**config.mk**
```make
export PLATFORM = sky130hd
export DESIGN_NAME = pipe_control_unit
export DESIGN_NICKNAME = d
export VERILOG_FILES = /design/src/rtl/pipe_control_unit_pkg.sv /design/src/rtl/ctrl_decode.sv /design/src/rtl/pipe_control_unit.sv
export SDC_FILE = /design/constraint.sdc
export NUM_CORES = 1
export LEC_CHECK = 0
export ABC_AREA = 1
export CAP_MARGIN = 20
export CORE_MARGIN = 1
export CORE_UTILIZATION = 30
export CTS_BUF_LIST = sky130_fd_sc_hd__clkbuf_4 sky130_fd_sc_hd__clkbuf_8 sky130_fd_sc_hd__clkbuf_16
export CTS_CLUSTER_SIZE = 10
export DETAILED_ROUTE_END_ITERATION = 16
export GPL_TIMING_DRIVEN = 0
export MAX_ROUTING_LAYER = met4
export PLACE_DENSITY = 0.59
export SLEW_MARGIN = 10
export SYNTH_ARGS = -nofsm -noshare
export SYNTH_HDL_FRONTEND = slang
export SYNTH_SLANG_ARGS = --single-unit
```
**constraint.sdc**
```tcl
create_clock -name clk -period 1.14 [get_ports clk]
set_input_delay 0.171 -clock clk [delete_from_list [all_inputs] [get_ports clk]]
set_output_delay 0.171 -clock clk [all_outputs]
set_load 0.01 [all_outputs]
```
**src/rtl/pipe_control_unit_pkg.sv**
```systemverilog
// Shared constants and control-bundle types for the pipelined control unit.
package pipe_control_unit_pkg;

   localparam int OPC_BITS   = 5;
   localparam int ALUOP_BITS = 2;
   localparam int RFSEL_BITS = 2;

   // RV32I major opcodes, instruction bits [6:2]
   localparam logic [OPC_BITS-1:0] OPC_LOAD    = 5'b00000;
   localparam logic [OPC_BITS-1:0] OPC_FENCE   = 5'b00011;
   localparam logic [OPC_BITS-1:0] OPC_ARITH_I = 5'b00100;
   localparam logic [OPC_BITS-1:0] OPC_AUIPC   = 5'b00101;
   localparam logic [OPC_BITS-1:0] OPC_STORE   = 5'b01000;
   localparam logic [OPC_BITS-1:0] OPC_ARITH_R = 5'b01100;
   localparam logic [OPC_BITS-1:0] OPC_LUI     = 5'b01101;
   localparam logic [OPC_BITS-1:0] OPC_BRANCH  = 5'b11000;
   localparam logic [OPC_BITS-1:0] OPC_JALR    = 5'b11001;
   localparam logic [OPC_BITS-1:0] OPC_JAL     = 5'b11011;
   localparam logic [OPC_BITS-1:0] OPC_SYSTEM  = 5'b11100;

   localparam logic [ALUOP_BITS-1:0] ALUOP_ADD   = 2'd0;
   localparam logic [ALUOP_BITS-1:0] ALUOP_SUB   = 2'd1;
   localparam logic [ALUOP_BITS-1:0] ALUOP_FUNC  = 2'd2;
   localparam logic [ALUOP_BITS-1:0] ALUOP_UPPER = 2'd3;  // LUI/AUIPC and unknown opcodes

   // Register-file write-data source
   localparam logic [RFSEL_BITS-1:0] RFSEL_ALU   = 2'd0;
   localparam logic [RFSEL_BITS-1:0] RFSEL_IMM   = 2'd1;
   localparam logic [RFSEL_BITS-1:0] RFSEL_AUIPC = 2'd2;
   localparam logic [RFSEL_BITS-1:0] RFSEL_PC4   = 2'd3;

   typedef enum logic [1:0] {
      ST_RUN    = 2'd0,
      ST_DRAIN  = 2'd1,
      ST_HALTED = 2'd2
   } state_t;

   typedef struct packed {
      logic [ALUOP_BITS-1:0] alu_op;
      logic                  alu_src;
   } ex_ctrl_t;

   typedef struct packed {
      logic branch;
      logic mem_read;
      logic mem_write;
   } mem_ctrl_t;

   typedef struct packed {
      logic                  mem_to_reg;
      logic                  reg_write;
      logic [RFSEL_BITS-1:0] rf_sel;
   } wb_ctrl_t;

   typedef struct packed {
      ex_ctrl_t  ex;
      mem_ctrl_t mem;
      wb_ctrl_t  wb;
   } ctrl_t;

   localparam int CTRL_W = $bits(ctrl_t);

   // Each stage keeps only the groups still ahead of it
   typedef struct packed {
      logic      valid;
      logic      is_ebreak;
      ex_ctrl_t  ex;
      mem_ctrl_t mem;
      wb_ctrl_t  wb;
   } idex_t;

   typedef struct packed {
      logic      valid;
      logic      is_ebreak;
      mem_ctrl_t mem;
      wb_ctrl_t  wb;
   } exmem_t;

   typedef struct packed {
      logic     valid;
      logic     is_ebreak;
      wb_ctrl_t wb;
   } memwb_t;

endpackage

```
**src/rtl/ctrl_decode.sv**
```systemverilog
// Combinational opcode-to-control-bundle table, plus EBREAK and FENCE flags.
module ctrl_decode
   import pipe_control_unit_pkg::*;
(
   input  logic [OPC_BITS-1:0] opcode,
   input  logic                inst20,
   output logic [CTRL_W-1:0]   ctrl,
   output logic                is_ebreak,
   output logic                is_fence
);

   ctrl_t c;

   // Table lookup; unknown opcodes fall through to the defaults below
   always_comb begin
      // NOTE: every output gets a default before the case so no path leaves one unassigned (no latch).
      c           = '0;
      c.ex.alu_op = ALUOP_UPPER;
      c.wb.rf_sel = RFSEL_ALU;
      is_ebreak   = 1'b0;
      is_fence    = 1'b0;
      unique case (opcode)
         OPC_JALR: begin
            c.ex.alu_op = ALUOP_ADD; c.mem.branch = 1'b1; c.ex.alu_src = 1'b1;
            c.wb.reg_write = 1'b1;   c.wb.rf_sel = RFSEL_PC4;
         end
         OPC_BRANCH: begin
            c.ex.alu_op = ALUOP_SUB; c.mem.branch = 1'b1;
         end
         OPC_LOAD: begin
            c.ex.alu_op = ALUOP_ADD; c.mem.mem_read = 1'b1; c.wb.mem_to_reg = 1'b1;
            c.ex.alu_src = 1'b1;     c.wb.reg_write = 1'b1;
         end
         OPC_STORE: begin
            c.ex.alu_op = ALUOP_ADD; c.mem.mem_write = 1'b1; c.ex.alu_src = 1'b1;
         end
         OPC_ARITH_I: begin
            c.ex.alu_op = ALUOP_FUNC; c.ex.alu_src = 1'b1; c.wb.reg_write = 1'b1;
         end
         OPC_ARITH_R: begin
            c.ex.alu_op = ALUOP_FUNC; c.wb.reg_write = 1'b1;
         end
         OPC_JAL: begin
            c.ex.alu_op = ALUOP_ADD; c.mem.branch = 1'b1; c.wb.reg_write = 1'b1;
            c.wb.rf_sel = RFSEL_PC4;
         end
         OPC_AUIPC: begin
            c.ex.alu_op = ALUOP_UPPER; c.wb.reg_write = 1'b1; c.wb.rf_sel = RFSEL_AUIPC;
         end
         OPC_LUI: begin
            c.ex.alu_op = ALUOP_UPPER; c.wb.reg_write = 1'b1; c.wb.rf_sel = RFSEL_IMM;
         end
         OPC_SYSTEM: begin
            // ECALL and EBREAK share the bundle; only bit 20 tells them apart
            c.ex.alu_op = ALUOP_FUNC; c.ex.alu_src = 1'b1;
            is_ebreak   = inst20;
         end
         OPC_FENCE: begin
            c.ex.alu_op = ALUOP_ADD;
            is_fence    = 1'b1;
         end
         default: ;
      endcase
   end

   assign ctrl = c;

endmodule

```
**src/rtl/pipe_control_unit.sv**
```systemverilog
// Pipelined control unit: ID decode, ID/EX-EX/MEM-MEM/WB control registers,
// bubble insertion for stall/flush/FENCE drain, and the EBREAK halt FSM.
module pipe_control_unit
   import pipe_control_unit_pkg::*;
#(
   parameter int OPC_W          = OPC_BITS,
   parameter int ALUOP_W        = ALUOP_BITS,
   parameter int RFSEL_W        = RFSEL_BITS,
   parameter bit FENCE_DRAIN    = 1'b1,
   parameter bit HALT_ON_EBREAK = 1'b1
)(
   input  logic               clk,
   input  logic               rst,
   input  logic               id_valid,
   input  logic [OPC_W-1:0]   id_opcode,
   input  logic               id_inst20,
   input  logic               stall,
   input  logic               flush,
   input  logic               resume,
   output logic               pc_write,
   output logic               ifid_write,
   output logic [ALUOP_W-1:0] ex_ALUOp,
   output logic               ex_ALUSrc,
   output logic               mem_Branch,
   output logic               mem_MemRead,
   output logic               mem_MemWrite,
   output logic               wb_MemtoReg,
   output logic               wb_RegWrite,
   output logic [RFSEL_W-1:0] wb_rfWriteSelect,
   output logic               idex_valid,
   output logic               exmem_valid,
   output logic               memwb_valid,
   output logic               fence_busy,
   output logic               halted
);

   logic [CTRL_W-1:0] dec_bits;
   ctrl_t             dec;
   logic              dec_ebreak;
   logic              dec_fence;

   ctrl_decode u_decode (
      .opcode    (id_opcode),
      .inst20    (id_inst20),
      .ctrl      (dec_bits),
      .is_ebreak (dec_ebreak),
      .is_fence  (dec_fence)
   );

   assign dec = dec_bits;

   state_t state;
   idex_t  idex;
   exmem_t exmem;
   memwb_t memwb;

   logic store_in_flight;
   logic fence_hold;
   logic inject;
   logic ebreak_enter;
   logic ebreak_killed;
   logic ebreak_retired;
   logic advance;

   assign store_in_flight = (idex.valid & idex.mem.mem_write) | (exmem.valid & exmem.mem.mem_write);
   assign fence_hold      = FENCE_DRAIN & id_valid & dec_fence & store_in_flight;
   assign inject          = flush | (state != ST_RUN) | stall | fence_hold;
   assign ebreak_enter    = HALT_ON_EBREAK & id_valid & dec_ebreak & ~stall & ~flush;
   assign ebreak_killed   = flush & idex.valid & idex.is_ebreak;
   assign ebreak_retired  = memwb.valid & memwb.is_ebreak;
   assign fence_busy      = fence_hold & ~flush;

   // PC / IF-ID enable: HALTED freezes everything, then flush, then the holds
   always_comb begin
      advance = 1'b1;
      if (state == ST_HALTED)
         advance = 1'b0;
      else if (flush)
         advance = 1'b1;
      else if ((state == ST_DRAIN) | stall | fence_hold)
         advance = 1'b0;
   end

   assign pc_write   = advance;
   assign ifid_write = advance;

   // Stage registers: MEM/WB always shifts, EX/MEM and ID/EX take bubbles on kill/hold
   always_ff @(posedge clk or negedge rst) begin
      // NOTE: these are a handful of control flops, not a memory array, so every one of them is reset to a bubble.
      if (!rst) begin
         idex  <= '0;
         exmem <= '0;
         memwb <= '0;
      end else begin
         // NOTE: non-blocking assignments let each stage read the previous stage's pre-edge value.
         memwb <= '{valid: exmem.valid, is_ebreak: exmem.is_ebreak, wb: exmem.wb};
         if (flush)
            exmem <= '0;
         else
            exmem <= '{valid: idex.valid, is_ebreak: idex.is_ebreak, mem: idex.mem, wb: idex.wb};
         if (inject)
            idex <= '0;
         else
            idex <= '{valid: id_valid, is_ebreak: HALT_ON_EBREAK & dec_ebreak,
                      ex: dec.ex, mem: dec.mem, wb: dec.wb};
      end
   end

   // Halt FSM with registered halted flag
   always_ff @(posedge clk or negedge rst) begin
      if (!rst) begin
         state  <= ST_RUN;
         halted <= 1'b0;
      end else begin
         unique case (state)
            ST_RUN: begin
               if (ebreak_enter) state <= ST_DRAIN;
            end
            ST_DRAIN: begin
               if (ebreak_killed) begin
                  state <= ST_RUN;
               end else if (ebreak_retired) begin
                  state  <= ST_HALTED;
                  halted <= 1'b1;
               end
            end
            ST_HALTED: begin
               if (resume) begin
                  state  <= ST_RUN;
                  halted <= 1'b0;
               end
            end
            default: begin
               state  <= ST_RUN;
               halted <= 1'b0;
            end
         endcase
      end
   end

   assign ex_ALUOp         = idex.ex.alu_op;
   assign ex_ALUSrc        = idex.ex.alu_src;
   assign mem_Branch       = exmem.mem.branch;
   assign mem_MemRead      = exmem.mem.mem_read;
   assign mem_MemWrite     = exmem.mem.mem_write;
   assign wb_MemtoReg      = memwb.wb.mem_to_reg;
   assign wb_RegWrite      = memwb.wb.reg_write;
   assign wb_rfWriteSelect = memwb.wb.rf_sel;
   assign idex_valid       = idex.valid;
   assign exmem_valid      = exmem.valid;
   assign memwb_valid      = memwb.valid;

endmodule

```
; ---- Word level (Yosys, flattened, before mapping)
; Index checks and enable logic that the tools add are counted.
[totals]
register_bits = 30
latchBits = 0
ramBits = 0
rom_bits = 0
out_inout_bits = 17
memories = 0
[classes]
addsub = 0
mul = 0
n_div = 0
order_cmp = 0
eq_ne = 17
shifts = 0
n_mux = 23
bitwise = 20
reduce_logical = 11
[op_table]
columns = cell, count
row1 = "5-bit == test, second input constant", 4
row2 = 2-bit case mux with 3 select lines, 3
row3 = "5-bit by 4-bit == test with 1-bit output, second input constant", 3
row4 = 1-bit 2-to-1 mux, 13
row5 = 12-bit 2-to-1 mux, 1
row6 = 1-bit bitwise AND, 11
row7 = "5-bit by 3-bit == test with 1-bit output, second input constant", 2
row8 = 5-bit OR reduction, 2
row9 = 9-bit 2-to-1 mux, 1
row10 = 2-bit 2-to-1 mux, 4
row11 = "2-bit inequality test, second input constant", 4
row12 = 7-bit OR reduction, 1
row13 = 1-bit OR, 6
row14 = 3-bit OR reduction, 2
row15 = "5-bit by 2-bit == test with 1-bit output, second input constant", 1
row16 = 5-bit zero test, 1
row17 = 4-bit AND reduction, 1
row18 = "3-bit inequality test, second input constant", 1
row19 = 1-bit NOT, 3
row20 = 1-bit case mux with 3 select lines, 1
row21 = 3-bit AND reduction, 1
row22 = "2-bit by 1-bit == test with 1-bit output, second input constant", 1
row23 = "2-bit == test, second input constant", 1
row24 = 2-bit zero test, 1
row25 = other kinds (2), 2

; ---- Depth between registers and ports, before layout
[logic_depth]
word_depth = 8
depth_mapped = 8

; ---- Hierarchy
; A second synthesis with hierarchy kept.
[hier_totals]
cells_unflattened = 162
area_unflattened_um2 = 1376.3
[modules_own_cells]
columns = mod, instances, cells_per_inst, area_each_um2, seq_area_each_um2
row1 = pipe_control_unit, 1, 114, 1161.1, 750.7
row2 = ctrl_decode, 1, 48, 215.2, 0.0

; ---- Worst setup path after synthesis
; No wires, ideal clock.
[synth_timing]
path_type = flip-flop to output port
start = register idex, in the netlist idex_valid
end = output pc_write
arrival_time_ps = 1198
path_slack_ps = -229
stages_incl_launch_ff = 7
path_cell_list = dfrtp_1 > inv_1 > o21ai_0 > nand2_1 > nor2_2 > nor2_1 > buf_4
[synth_via]
elab_chain_len = 7
[synth_rtl]
columns = element, line_no
row1 = "start, declared", pipe_control_unit.sv:53  ; idex_t idex;
row2 = "start signal, assigned", pipe_control_unit.sv:104  ; idex <= '{valid: id_valid, is_ebreak: HALT_ON_EBREAK & dec_ebreak,
row3 = 1-bit bitwise AND, pipe_control_unit.sv:65  ; assign store_in_flight = (idex.valid & idex.mem.mem_write) | (exmem.valid & exmem.mem.mem_write);
row4 = 1-bit OR, pipe_control_unit.sv:65
row5 = 1-bit bitwise AND, pipe_control_unit.sv:66  ; assign fence_hold = FENCE_DRAIN & id_valid & dec_fence & store_in_flight;
row6 = 1-bit OR, pipe_control_unit.sv:80  ; else if ((state == ST_DRAIN) | stall | fence_hold)
row7 = 1-bit 2-to-1 mux, pipe_control_unit.sv:80
row8 = 1-bit 2-to-1 mux, pipe_control_unit.sv:78  ; else if (flush)
row9 = 1-bit 2-to-1 mux, pipe_control_unit.sv:76  ; if (state == ST_HALTED)
row10 = "end, declared", pipe_control_unit.sv:20  ; output logic pc_write,
; Every way passes these cells.

; ---- Worst setup path in the final report
[layout_timing]
start = register state[1]
end = output pc_write
[layout_via]
elab_chain_len = 6
word_cells_on_any_way = 7
cone_classes = eq/ne (2) / mux (3) / bitwise (2)
[layout_rtl]
columns = element, line_no
row1 = "start, declared", pipe_control_unit.sv:52  ; state_t state;
row2 = "start signal, assigned", pipe_control_unit.sv:112  ; state <= ST_RUN;
row3 = "start signal, assigned", pipe_control_unit.sv:117  ; if (ebreak_enter) state <= ST_DRAIN;
row4 = "start signal, assigned", pipe_control_unit.sv:121  ; state <= ST_RUN;
row5 = 2-bit by 1-bit == test with 1-bit output, pipe_control_unit.sv:80
row6 = 1-bit OR (2 in a row), pipe_control_unit.sv:80
row7 = 1-bit 2-to-1 mux, pipe_control_unit.sv:80
row8 = 1-bit 2-to-1 mux, pipe_control_unit.sv:78
row9 = 1-bit 2-to-1 mux (*), pipe_control_unit.sv:76
; Mark *: on every way between the ends. The rest lies on a longest branch, timed or not.

==> flow_summary.ini <==
[placement]
globalplace.congestion = 0.9750
numPortBuffers = 27
hpwl_um = 1714

[cts]
clockBufferDepth = 2
clock-root-buffer = clkbuf_8
cts_max_level = 1
tritoncts = yes
cts.clk_slew.worst_paths_ns = 0.09
insertion_delay_ns = 0.27
cts_buffers = 3
ctsHoldBuffers = 0
cts_num_sinks = 28

[timing]
finalHoldViolCount = 0
rsz0062_at_grt = true
finalSetupViolations = 17
fin_skew_ns = 0.001545
fin_crit_sh_pct = 132.3
fmax_ghz = 0.6631
fin_ws_ns = -0.3680
worst_pin_slew_ns = 0.5256
slew_headroom_pct = 64.85
fin_crit_ns = 1.508
hold_slack_ns = 0.2166
final_max_slew_viol_count = 0

[floorplanning]
top_level_ports = 29
dieArea_um2 = 4308
die_w_um = 65.64
die_h_um = 65.64
initial_utilization_pct = 32.22
core_um2 = 3771
placementRows = 22

[power]
power_density_nw_per_um2 = 1352
p_clk_share_pct = 32.5
p_switching_uw = 604.6
p_comb_share_pct = 22.0
seqPwrFrac_pct = 45.5
p_int_mw = 1.763
ir_drop_v = 0.0004700
leakage_nw = 0.8985
swShare_pct = 25.54

[grt]
grt_pass1_vias = 993
grtUsageTotal_pct = 12.61
grt_first_pass_wirelength_um = 4105
grt_max_degree = 21
grt_overflow = 0
antenna_found_initial = 0

[detailed_routing]
post_drt_via_cell_ratio = 4.390
drt_iter0_markers = 50
vias = 1014
drtPass1Iterations = 4
routed_wl_um = 2476
wl_per_cell_um = 10.72
drtAntennaViolNets = 0
drc = 0

[critical_path]
cp_data_required_time_ns = 0.97
arrival_ns = 1.34
path_class = flip-flop to output port
critPathMaxFanout = 2
start_kind = flip-flop
cp-end-kind = output port
rrSetupSlack_ns = -0.18

[logic_synthesis]
synth_warnings = 0
synth_area_um2 = 1215
yosys_register_bits = 28
syn_inst = 142
syn_nets = 154
yosysSeqAreaShare_pct = 57.67
netlist-cell-type-count = 19
syn_area_per_cell_um2 = 8.556

[finish]
drive_above_1_share_pct = 31.15
diodes = 0
synthToLayoutAreaGrowth_pct = 44.18
nets = 196
fin_util_pct = 46.45

[run]
max_cap_violations = 0

[worst_hold_path]
hold_path_class = input port to flip-flop

[run_status]
violations = setup timing
status = finished, violations left
layer usage:
layer	GRT usage, %	wire length (µm)	vias to the layer above
met5	-	0	-
met4	7.065	36	0
met3	1.910	126	4
met2	20.79	1243	26
met1	14.58	1070	471
li1	-	-	513
final cells by class:
class                           instances  area (µm²)
Buffer                                  7       66.31
Timing Repair Buffer                   37       316.6
Clock buffer                            3       41.29
Clock inverter                          1       30.03
Inverter                               21       81.33
Multi-Input combinational cell         86       455.4
Tap cell                               48       60.06
Fill cell                             359        2019
Sequential cell                        28       700.7
kinds of logic (layout without fill, tap and decap cells):
logic type / Yosys count / count (layout) / share of synthesized area [%]
DFF: 28 / 28 / 57.67
and+or+nand+nor: 79 / 79 / 27.81
AOI/OAI and AO/OA: 7 / 7 / 3.502
buffers and inverters: 28 / 69 / 11.02
placed cells by master, fill, tap and decap left out, types with 5 or more instances in the layout:
| master | count |
|---|---|
| nor2_1 | 29 |
| dfrtp_1 | 28 |
| nand2_1 | 19 |
| inv_1 | 16 |
| buf_4 | 12 |
| nand3_1 | 8 |
| dlygate4sd2_1 | 8 |
| buf_2 | 8 |
| clkdlybuf4s50_1 | 6 |
| nor2_2 | 5 |
| nor2_4 | 5 |
worst paths after layout:
check,startpoint,to,cells after the start
setup reg to reg,state[1],idex_valid,6
max in group asynchronous,rst,idex[1],2
hold reg to reg,exmem[1],wb_rfWriteSelect[1],0
min in group asynchronous,rst,memwb[4],1
setup / recovery,state[1],pc_write,6
hold / removal,id_opcode[4],idex[5],4
what timing repair did:
action,in CTS,in global routing
buffers inserted,6,4
setup endpoints to repair,29,19
pin swaps,7,7
gates resized for setup,60,16
registers in the layout (all words and copies together) (netlist names):
name / cells
state: 2
memwb_valid: 1
idex: 7
mem_MemRead: 1
ex_ALUSrc: 1
ex_ALUOp: 2
idex_valid: 1
exmem: 4
exmem_valid: 1
wb_RegWrite: 1
wb_MemtoReg: 1
halted: 1
wb_rfWriteSelect: 2
mem_Branch: 1
mem_MemWrite: 1
memwb: 1
critical path: stages (launching register included):
cell and delay [ns]:
dfrtp_1 0.43, nor2_4 0.15, nor2_2 0.06, o21ai_2 0.18
nor2_4 0.05, buf_6 0.11, buf_6 0.11
cell usage after synthesis:
| cell | number | area (µm²) |
|---|---|---|
| a21oi_2 | 1 | 8.760 |
| buf_4 | 5 | 37.54 |
| buf_6 | 1 | 11.26 |
| clkbuf_1 | 1 | 3.750 |
| dfrtp_1 | 28 | 700.7 |
| inv_1 | 18 | 67.56 |
| inv_2 | 2 | 7.510 |
| inv_4 | 1 | 6.260 |
| nand2_1 | 24 | 90.09 |
| nand3_1 | 9 | 45.04 |
| nand3_2 | 1 | 10.01 |
| nand4_1 | 2 | 12.51 |
| nor2_1 | 34 | 127.6 |
| nor2_2 | 5 | 31.28 |
| nor3_1 | 3 | 15.01 |
| o21ai_0 | 4 | 20.02 |
| o21bai_1 | 1 | 7.510 |
| o22ai_1 | 1 | 6.260 |
| or2_1 | 1 | 6.260 |
power groups by stage:
stage / registers (mW) / clock network (mW) / logic [mW]
global placement: 1.09 / 0 / 0.426
finish: 1.08 / 0.769 / 0.521
CTS: 1.07 / 0.780 / 0.452
detailed placement: 1.10 / 0 / 0.449
global route: 1.08 / 0.820 / 0.576
floorplan: 1.11 / 0 / 0.222
metrics by stage:
stage | std cells | setup TNS, ns | worst slack, ns | cell area [µm²] | power (mW)
after CTS | 228 | -0.8548 | -0.3339 | 1697 | 2.306
after global routing | 231 | -4.537 | -0.4253 | 1752 | 2.478
final | 231 | -2.877 | -0.3680 | 1752 | 2.368
after floorplan | 142 | -0.06855 | -0.06855 | 1240 | 1.328
after global placement | 217 | -21.16 | -1.043 | 1570 | 1.519
after detailed placement | 218 | -9.164 | -1.047 | 1598 | 1.545
No activity file was read; power rests on OpenSTA's default activity.
